===== src/rtl/ym3438_dac_rx.sv =====
// Channel-output receiver: decodes the slot-multiplexed offset-binary stream,
// sums left/right over one sample period and latches a stereo PCM sample.
module ym3438_dac_rx #(
   parameter int unsigned SLOTS = 24,
   parameter int unsigned OUT_W = 16
) (
   input  logic             MCLK,
   input  logic             reset_n,
   input  logic             c1,
   input  logic             sync,
   input  logic [8:0]       ch_out,
   input  logic [1:0]       ch_pan,
   input  logic             mute,
   output logic [OUT_W-1:0] out_l,
   output logic [OUT_W-1:0] out_r,
   output logic             sample_valid,
   output logic             locked,
   output logic             sync_err
);

   localparam int unsigned CntW = (SLOTS > 1) ? $clog2(SLOTS) : 1;
   localparam logic [CntW-1:0] CntLast  = CntW'(SLOTS - 1);
   localparam logic [CntW-1:0] CntStart = CntW'((SLOTS > 1) ? 1 : 0);
   localparam int unsigned Shift = OUT_W - 14;

   typedef enum logic [0:0] {StUnlocked, StLocked} state_e;

   state_e            state_q, state_d;
   logic [CntW-1:0]   slot_cnt_q, slot_cnt_d;
   logic signed [13:0] acc_l_q, acc_l_d;
   logic signed [13:0] acc_r_q, acc_r_d;
   logic [OUT_W-1:0]  out_l_d, out_r_d;
   logic              valid_d, locked_d, err_d;
   logic signed [8:0] val;
   logic signed [13:0] c_l, c_r;
   logic              cnt_zero, boundary;

   // Flipping the MSB turns offset binary into two's complement.
   assign val      = {~ch_out[8], ch_out[7:0]};
   assign c_l      = (ch_pan[1] & ~mute) ? 14'(val) : '0;
   assign c_r      = (ch_pan[0] & ~mute) ? 14'(val) : '0;
   assign cnt_zero = (slot_cnt_q == '0);
   assign boundary = sync | cnt_zero;

   always_comb begin
      state_d    = state_q;
      slot_cnt_d = slot_cnt_q;
      acc_l_d    = acc_l_q;
      acc_r_d    = acc_r_q;
      out_l_d    = out_l;
      out_r_d    = out_r;
      valid_d    = 1'b0;
      locked_d   = locked;
      err_d      = sync_err;
      if (c1) begin
         case (state_q)
            StUnlocked: begin
               if (sync) begin
                  state_d    = StLocked;
                  locked_d   = 1'b1;
                  acc_l_d    = c_l;
                  acc_r_d    = c_r;
                  slot_cnt_d = CntStart;
               end
            end
            StLocked: begin
               // Early sync or missing sync both flag; the boundary is taken either way.
               if ((sync && !cnt_zero) || (!sync && cnt_zero)) begin
                  err_d = 1'b1;
               end
               if (boundary) begin
                  out_l_d    = OUT_W'(acc_l_q) << Shift;
                  out_r_d    = OUT_W'(acc_r_q) << Shift;
                  valid_d    = 1'b1;
                  acc_l_d    = c_l;
                  acc_r_d    = c_r;
                  slot_cnt_d = CntStart;
               end else begin
                  acc_l_d    = acc_l_q + c_l;
                  acc_r_d    = acc_r_q + c_r;
                  slot_cnt_d = (slot_cnt_q == CntLast) ? '0 : slot_cnt_q + 1'b1;
               end
            end
            default: state_d = StUnlocked;
         endcase
      end
   end

   always_ff @(posedge MCLK or negedge reset_n) begin
      if (!reset_n) begin
         state_q      <= StUnlocked;
         slot_cnt_q   <= '0;
         acc_l_q      <= '0;
         acc_r_q      <= '0;
         out_l        <= '0;
         out_r        <= '0;
         sample_valid <= 1'b0;
         locked       <= 1'b0;
         sync_err     <= 1'b0;
      end else begin
         state_q      <= state_d;
         slot_cnt_q   <= slot_cnt_d;
         acc_l_q      <= acc_l_d;
         acc_r_q      <= acc_r_d;
         out_l        <= out_l_d;
         out_r        <= out_r_d;
         sample_valid <= valid_d;
         locked       <= locked_d;
         sync_err     <= err_d;
      end
   end

endmodule


===== config.mk =====
export PLATFORM = sky130hd
export DESIGN_NAME = ym3438_dac_rx
export DESIGN_NICKNAME = d
export VERILOG_FILES = /design/src/rtl/ym3438_dac_rx.sv
export SDC_FILE = /design/constraint.sdc
export NUM_CORES = 1
export LEC_CHECK = 0
export ABC_AREA = 1
export BUFFER_PORTS_ARGS = -buffer_cell sky130_fd_sc_hd__buf_4
export CAP_MARGIN = 30
export CORE_UTILIZATION = 54
export DETAILED_ROUTE_END_ITERATION = 7
export PLACE_DENSITY = 0.81
export SLEW_MARGIN = 40
export SYNTH_ARGS = -nofsm -noshare
export SYNTH_HDL_FRONTEND = slang
export SYNTH_SLANG_ARGS = --single-unit

===== constraint.sdc =====
create_clock -name MCLK -period 1.8 [get_ports MCLK]
set_clock_uncertainty 0.15 [all_clocks]
set_input_delay 0.54 -clock MCLK [delete_from_list [all_inputs] [get_ports MCLK]]
set_output_delay 0.54 -clock MCLK [all_outputs]
set_load 0.02 [all_outputs]

==> results of run 1 <==
## stage by stage
step,hold slack (ns),cells,util (%)
floorplan,0.0944,657,-
global placement,0.274,862,72.9
detailed placement,0.276,862,72.9
CTS,0.324,892,82.1
global route,0.349,911,87.2
finish,0.334,911,87.2
## cells by family (layout without fill, tap and decap cells)
kind of cell | Yosys count | after routing | synth area share, %
buffers and inverters | 122 | 274 | 11.0
DFF | 65 | 65 | 36.2
AOI/OAI and AO/OA | 83 | 83 | 10.5
adders and majority gates | 31 | 31 | 8.96
and+or+nand+nor | 340 | 340 | 31.0
other | 1 | 4 | 0.0834
xor gates and xnor gates | 12 | 12 | 2.34
## cell type report
cell class              count  area (um^2)
multi-input cells         470         3170
inverters                 104          443
repair inverters            1         3.75
repair buffers            153         1350
clock buffers              11          131
flip-flops and latches     65         1630
fillers                   354         1010
well taps                 102          128
clock inverters             5         32.5
## path summary, 6_finish.rpt
path,start,endpoint,cells past startpoint
max in group asynchronous,reset_n,acc_r_q[9],3
min in group asynchronous,reset_n,out_l[14],2
worst max-delay path,ch_pan[1],acc_l_q[12],18
worst max register to register,acc_l_q[0],acc_l_q[12],11
worst min register to register,out_l[14],out_l[14],2
worst min-delay path,out_l[14],out_l[14],2
## layer usage
metal | vias up | wire length (um)
li1 | 2344 | -
met1 | 2662 | 6690
met2 | 581 | 9160
met3 | 223 | 2100
met4 | 0 | 1950
met5 | - | 0
## what timing repair did
action | CTS | global route
gates resized for setup | 107 | 53
pin swaps | 52 | 22
cloned | 3 | 0
hold endpoints to repair | 15 | 0
buffers inserted | 10 | 19
setup endpoints to repair | 57 | 59
hold buffers | 1 | 0
## sequential cells by signal, indices dropped and copies added, names as in the netlist
| signal | cells |
|---|---|
| acc_l_q | 14 |
| acc_r_q | 14 |
| locked | 1 |
| out_l | 14 |
| out_r | 14 |
| sample_valid | 1 |
| slot_cnt_q | 5 |
| state_q | 1 |
| sync_err | 1 |
## synthesized netlist by cell type (all sizes together) (3+ instances only)
master,number
xor2,10
nand2,230
o22ai,4
nand3,35
a21oi,38
a31oi,4
buf,16
a22oi,3
ha,29
inv,104
nand4,5
o21ai,27
o221ai,4
dfrtp,65
nor2,67
## placed cells by master, fill, tap and decap left out, types with 19 or more instances in the layout
master / Yosys / final
inv_1: 100 / 88
o21ai_1: 16 / 19
nand2_2: 6 / 29
dfrtp_1: 65 / 65
nand2_1: 224 / 191
buf_4: 6 / 128
ha_4: 0 / 24
nor2_1: 63 / 39
a21oi_1: 34 / 20
## power groups by stage
stage | logic, mW | clock network, mW | registers [mW]
6_report | 3.89 | 1.15 | 2.23
5_1_grt | 4.06 | 1.19 | 2.24
4_1_cts | 3.24 | 1.12 | 2.16
3_5_place_dp | 2.89 | 0 | 2.15
3_3_place_gp | 2.81 | 0 | 2.13
2_1_floorplan | 1.44 | 0 | 2.40
## worst max-delay path, delay by kind of cell
kind                       cells  cell delay [ns]
adders and majority gates      1             0.22
buffers and inverters          6             0.70
AOI/OAI and AO/OA              1             0.07
and+or+nand+nor               10             1.01
==> results.py, run 1 <==
metrics = {
    "setup_path": {
        "criticalPathCategory": "in -> reg",
        "reg2reg_slack_ns": -0.47,
        "crit_path_cell_trace": "buf_8 -> inv_12 -> nor2_4 -> clkinv_4 -> buf_4 -> nor2_4 -> buf_6 -> fa_2 -> nand3_2 -> nand3_4 -> buf_4 -> nand3_2 -> nand3_2 -> nand2_1 -> nand3_1 -> nand2_1 -> nand2_1 -> a21oi_1",
        "arrival_ns": 2.54,
        "startpoint_type": "input port",
        "required_ns": 1.86,
        "endpoint_kind": "flip-flop",
        "slowest_stage": "fa_2",
        "crit_path_max_incr_delay_ns": 0.22,
        "path_max_fanout": 8,
    },
    "yosys": {
        "synth_edf_count": 0,
        "yosys_warnings": 0,
        "synth_area_leaders": "dfrtp_1 36%, nand2_1 19%, inv_1 8.3%",
        "synth_cell_type_count": 32,
        "ys_seq_area_share_pct": 36.2,
        "yosys_register_bits": 65,
        "synth_top_area_share_pct": 36.2,
        "synthFlopType": "dfrtp_1",
        "async_flop_share_pct": 100,
        "avgSynthCellArea_um2": 6.87,
        "syn_area_um2": 4500,
        "synth_largest_area_cell": "dfrtp_1",
        "netlist_instances": 654,
    },
    "power_and_ir_drop": {
        "switchingPower_mw": 3.24,
        "switching_share_pct": 44.6,
        "p_int_mw": 4.03,
        "vdd_drop_max_mv": 0.695,
        "seqPwrFrac_pct": 30.7,
        "power.leakage_nw": 3.61,
        "p_comb_share_pct": 53.5,
        "p_per_area_nw_per_um2": 1060,
        "finalPower_mw": 7.27,
        "p_clk_share_pct": 15.8,
    },
    "final_layout": {
        "diodes": 0,
        "syn2layout_area_growth_pct": 53.0,
        "final_area_um2": 6880,
        "drive_gt1_share_pct": 39.8,
        "final_nets": 851,
    },
    "clock_network": {
        "cts.htree.levels": 3,
        "cts_tree": "yes",
        "cts.root.buffer_cell": "clkbuf_8",
        "clk_pin_slew_ns": 0.08,
        "cts.sinks": 65,
        "max-clock-path-buffers": 2,
        "clk_latency_ns": 0.36,
        "cts_buffers": 9,
    },
    "sta": {
        "rsz0062_at_grt": "yes",
        "max_freq_mhz": 403,
        "hold_viol": 0,
        "post-route-period-util_pct": 138,
        "slew_headroom_pct": 36.0,
        "finalSetupViolCount": 61,
        "final-max-slew-violation-count": 0,
        "tightest_slew_ns": 0.950,
        "fin_crit_ns": 2.48,
        "fin_tns_setup_ns": -17.04,
        "fin_ws_ns": -0.680,
    },
    "floorplanning": {
        "top_level_ports": 51,
        "dieArea_um2": 8690,
        "die_w_um": 93.2,
        "die_h_um": 93.2,
        "rows": 32,
        "initial_core_util_pct": 57.0,
        "coreArea_um2": 7890,
    },
    "drt": {
        "first_iter_violations": 723,
        "antenna_left": 0,
        "viasPerCell": 6.38,
        "via_count": 5810,
        "wl_mm": 19.9,
        "wl_per_cell_um": 21.8,
        "first_pass_iters": 5,
        "drc": 0,
    },
    "min_path": {
        "hp-class": "reg -> reg",
    },
    "global_route": {
        "grt.total_usage_pct": 37.7,
        "grt_use_met3_pct": 7.64,
        "met2_usage_pct": 66.5,
        "grt_pass1_wl_mm": 25.3,
        "first_global_vias": 5506,
        "busiest_layer": "met2",
        "grt-ovfl-total": 0,
        "grt_max_degree": 29,
        "grt_use_met1_pct": 40.8,
        "antenna_found_initial": 0,
    },
    "place": {
        "io_buffers": 46,
        "dpl_worst_slack_ns": -0.817,
        "dp_hpwl_mm": 9.37,
        "post_dp_cell_area_um2": 5750,
        "gp_congestion": 0.907,
    },
    "status": {
        "status": "finished, violations left",
        "violations": "setup timing",
    },
    "job": {
        "cap_violations": 0,
    },
}
No activity file was read; power rests on OpenSTA's default activity.
==> inputs of run 2 (changes only) <==
- ABC_AREA: 1 -> unset
- CORE_UTILIZATION: 54 -> 64
- PLACE_DENSITY: 0.81 -> 0.9
- clock period: 1.8 -> 3.22 ns (I/O delays scaled with it)
==> results.py, run 2 <==
metrics = {
    "global_route": {
        "grt.total_usage_pct": 34.8,
        "grt-ovfl-total": 0,
        "grt_pass1_wl_mm": 19.2,
        "first_global_vias": 4059,
        "antenna_found_initial": 0,
        "grt_max_degree": 66,
    },
    "power_and_ir_drop": {
        "vdd_drop_max_mv": 0.321,
        "seqPwrFrac_pct": 38.4,
        "power.leakage_nw": 2.61,
        "p_per_area_nw_per_um2": 574,
        "switchingPower_mw": 1.18,
        "p_clk_share_pct": 21.4,
        "p_int_mw": 1.82,
        "p_comb_share_pct": 40.2,
        "switching_share_pct": 39.4,
    },
    "sta": {
        "final-max-slew-violation-count": 0,
        "whs_ns": 0.324,
        "max_freq_mhz": 320,
        "fin_ws_ns": 0.0952,
        "fin_crit_ns": 3.12,
        "tightest_slew_ns": 0.636,
        "post-route-period-util_pct": 97.0,
        "slew_headroom_pct": 57.6,
        "finalSetupViolCount": 0,
        "hold_viol": 0,
    },
    "drt": {
        "wl_per_cell_um": 17.1,
        "viasPerCell": 6.18,
        "drc": 6,
        "antenna_left": 0,
        "wl_mm": 11.6,
        "via_count": 4188,
        "first_pass_iters": 8,
        "first_iter_violations": 370,
    },
    "yosys": {
        "synth_largest_area_cell": "dfrtp_1",
        "synth_cell_type_count": 64,
        "yosys_register_bits": 65,
        "synth_most_common_cell": "nand2_1",
        "synth_area_leaders": "dfrtp_1 38%, nand2_1 11%, ha_1 8.5%",
        "synth_edf_count": 0,
        "synth_common_cells": "130 x nand2_1, 65 x dfrtp_1, 34 x nor2_1",
        "avgSynthCellArea_um2": 8.39,
        "ys_seq_area_share_pct": 37.9,
        "netlist_instances": 511,
        "synth_top_area_share_pct": 37.9,
        "async_flop_share_pct": 100,
        "synthFlopType": "dfrtp_1",
        "yosys_warnings": 0,
        "syn_area_um2": 4290,
    },
    "final_layout": {
        "diodes": 0,
        "fin_util_pct": 81.4,
        "finalNonFillerCells": 678,
        "syn2layout_area_growth_pct": 21.9,
        "final_cell_mix": "130 x nand2_1, 95 x buf_4, 65 x dfrtp_1, 34 x nor2_1, 29 x ha_1",
        "final_area_um2": 5230,
        "final_nets": 643,
        "drive_gt1_share_pct": 22.1,
        "final_common_cell": "nand2_1",
    },
    "status": {
        "violations": "DRC",
        "status": "finished, violations left",
    },
    "floorplanning": {
        "top_level_ports": 51,
        "die_h_um": 83.8,
        "die_w_um": 83.8,
        "initial_core_util_pct": 66.7,
        "rows": 29,
        "dieArea_um2": 7030,
        "coreArea_um2": 6420,
    },
    "place": {
        "dpl_worst_slack_ns": -0.347,
        "gp_congestion": 0.931,
        "io_buffers": 46,
        "dp_hpwl_mm": 8.07,
        "place_inst": 661,
        "post_dp_cell_area_um2": 5020,
    },
    "clock_network": {
        "hold_buffers": 0,
        "clk_latency_ns": 0.36,
        "cts.root.buffer_cell": "clkbuf_8",
        "cts_buffers": 9,
        "cts.htree.levels": 3,
        "clk_pin_slew_ns": 0.08,
        "cts_tree": "yes",
        "cts.sinks": 65,
        "max-clock-path-buffers": 2,
    },
    "min_path": {
        "whs_path_depth": 1,
        "hp-class": "reg -> reg",
        "hp-start": "sync_err",
        "min_delay_worst_endpoint": "sync_err",
    },
    "setup_path": {
        "arrival_ns": 3.22,
        "rr_worst_depth": 10,
        "r2r-end": "acc_r_q[10]",
        "regToRegStartpoint": "slot_cnt_q[0]",
        "endpoint_kind": "flip-flop",
        "criticalPathCategory": "in -> reg",
        "reg2reg_slack_ns": 0.35,
        "required_ns": 3.32,
        "path_max_fanout": 8,
        "startpoint_type": "input port",
    },
    "job": {
        "cap_violations": 0,
    },
}
run 2: cell count changes after synthesis, sizes merged, moves of 10 or more:
cell,previous run,this run
a211oi,0,10
a21oi,38,25
and2,0,17
clkbuf,2,12
inv,104,14
nand2,230,130
nand3,35,10
nor2,67,34
run 2: metrics by stage:
stage               TNS (ns)  total power, mW
finish                     0             3.00
global route         -0.0410             3.16
CTS                        0             2.98
detailed placement     -3.39             2.33
global placement       -2.03             2.28
floorplan                  0             1.87
run 2: what timing repair did:
item	CTS	global route
resized for setup	0	5
buffers inserted	0	1
endpoints found under the setup margin	0	13
run 2: final cells by class:
class,count,area (um^2)
Inverter,15,56.3
Clock inverter,6,43.8
Tap cell,77,96.3
Sequential cell,65,1630
Fill cell,412,1190
Multi-Input combinational cell,408,2520
Timing Repair Buffer,97,744
Clock buffer,10,138
run 2: critical path: stages:
cell	delay, ns
buf_4	0.12
nor2b_1	0.12
buf_4	0.16
and2_1	0.18
ha_1	0.22
fa_1	0.40
a21o_1	0.21
a21oi_2	0.17
buf_4	0.14
nor2_1	0.05
o2111ai_1	0.19
o31ai_1	0.12
o22a_1	0.18
run 2: logic make-up after synthesis:
kind of cell               Yosys count  share of synthesized area, %
buffers and inverters               41                          4.17
adders and majority gates           31                          9.40
xor gates and xnor gates            11                          2.25
muxes                                8                          1.87
DFF                                 65                          37.9
AOI/OAI and AO/OA                  129                          21.0
other                                1                        0.0875
and+or+nand+nor                    225                          23.3
run 2: routing by layer:
| layer | vias to the layer above | track usage [%] | share of wire, % |
|---|---|---|---|
| met4 | 0 | 17.1 | 3.3 |
| met3 | 39 | 6.13 | 8.5 |
| met5 | - | 0 | 0 |
| met1 | 1953 | 45.2 | 41 |
| li1 | 1963 | - | - |
| met2 | 233 | 56.3 | 47 |
run 2: power by group through the flow:
| stage | Clock, mW | Sequential (mW) | Combinational [mW] |
|---|---|---|---|
| 2_1_floorplan | 0 | 1.26 | 0.604 |
| 3_3_place_gp | 0 | 1.15 | 1.13 |
| 3_5_place_dp | 0 | 1.16 | 1.17 |
| 4_1_cts | 0.651 | 1.15 | 1.18 |
| 5_1_grt | 0.675 | 1.17 | 1.31 |
| 6_report | 0.643 | 1.15 | 1.21 |
run 2: worst max path at each step:
| stage | to | slack (ns) | cells past startpoint | start |
|---|---|---|---|---|
| after floorplan | acc_r_q[10] | 0.005 | 10 | ch_pan[0] |
| after CTS | acc_l_q[8] | 0.03 | 10 | ch_pan[1] |
| final | acc_r_q[6] | 0.1 | 13 | ch_pan[0] |
| after detailed placement | acc_l_q[8] | -0.35 | 10 | ch_pan[1] |
| after global routing | acc_r_q[6] | -0.03 | 13 | ch_pan[0] |
| after global placement | acc_l_q[8] | -0.23 | 10 | ch_pan[1] |
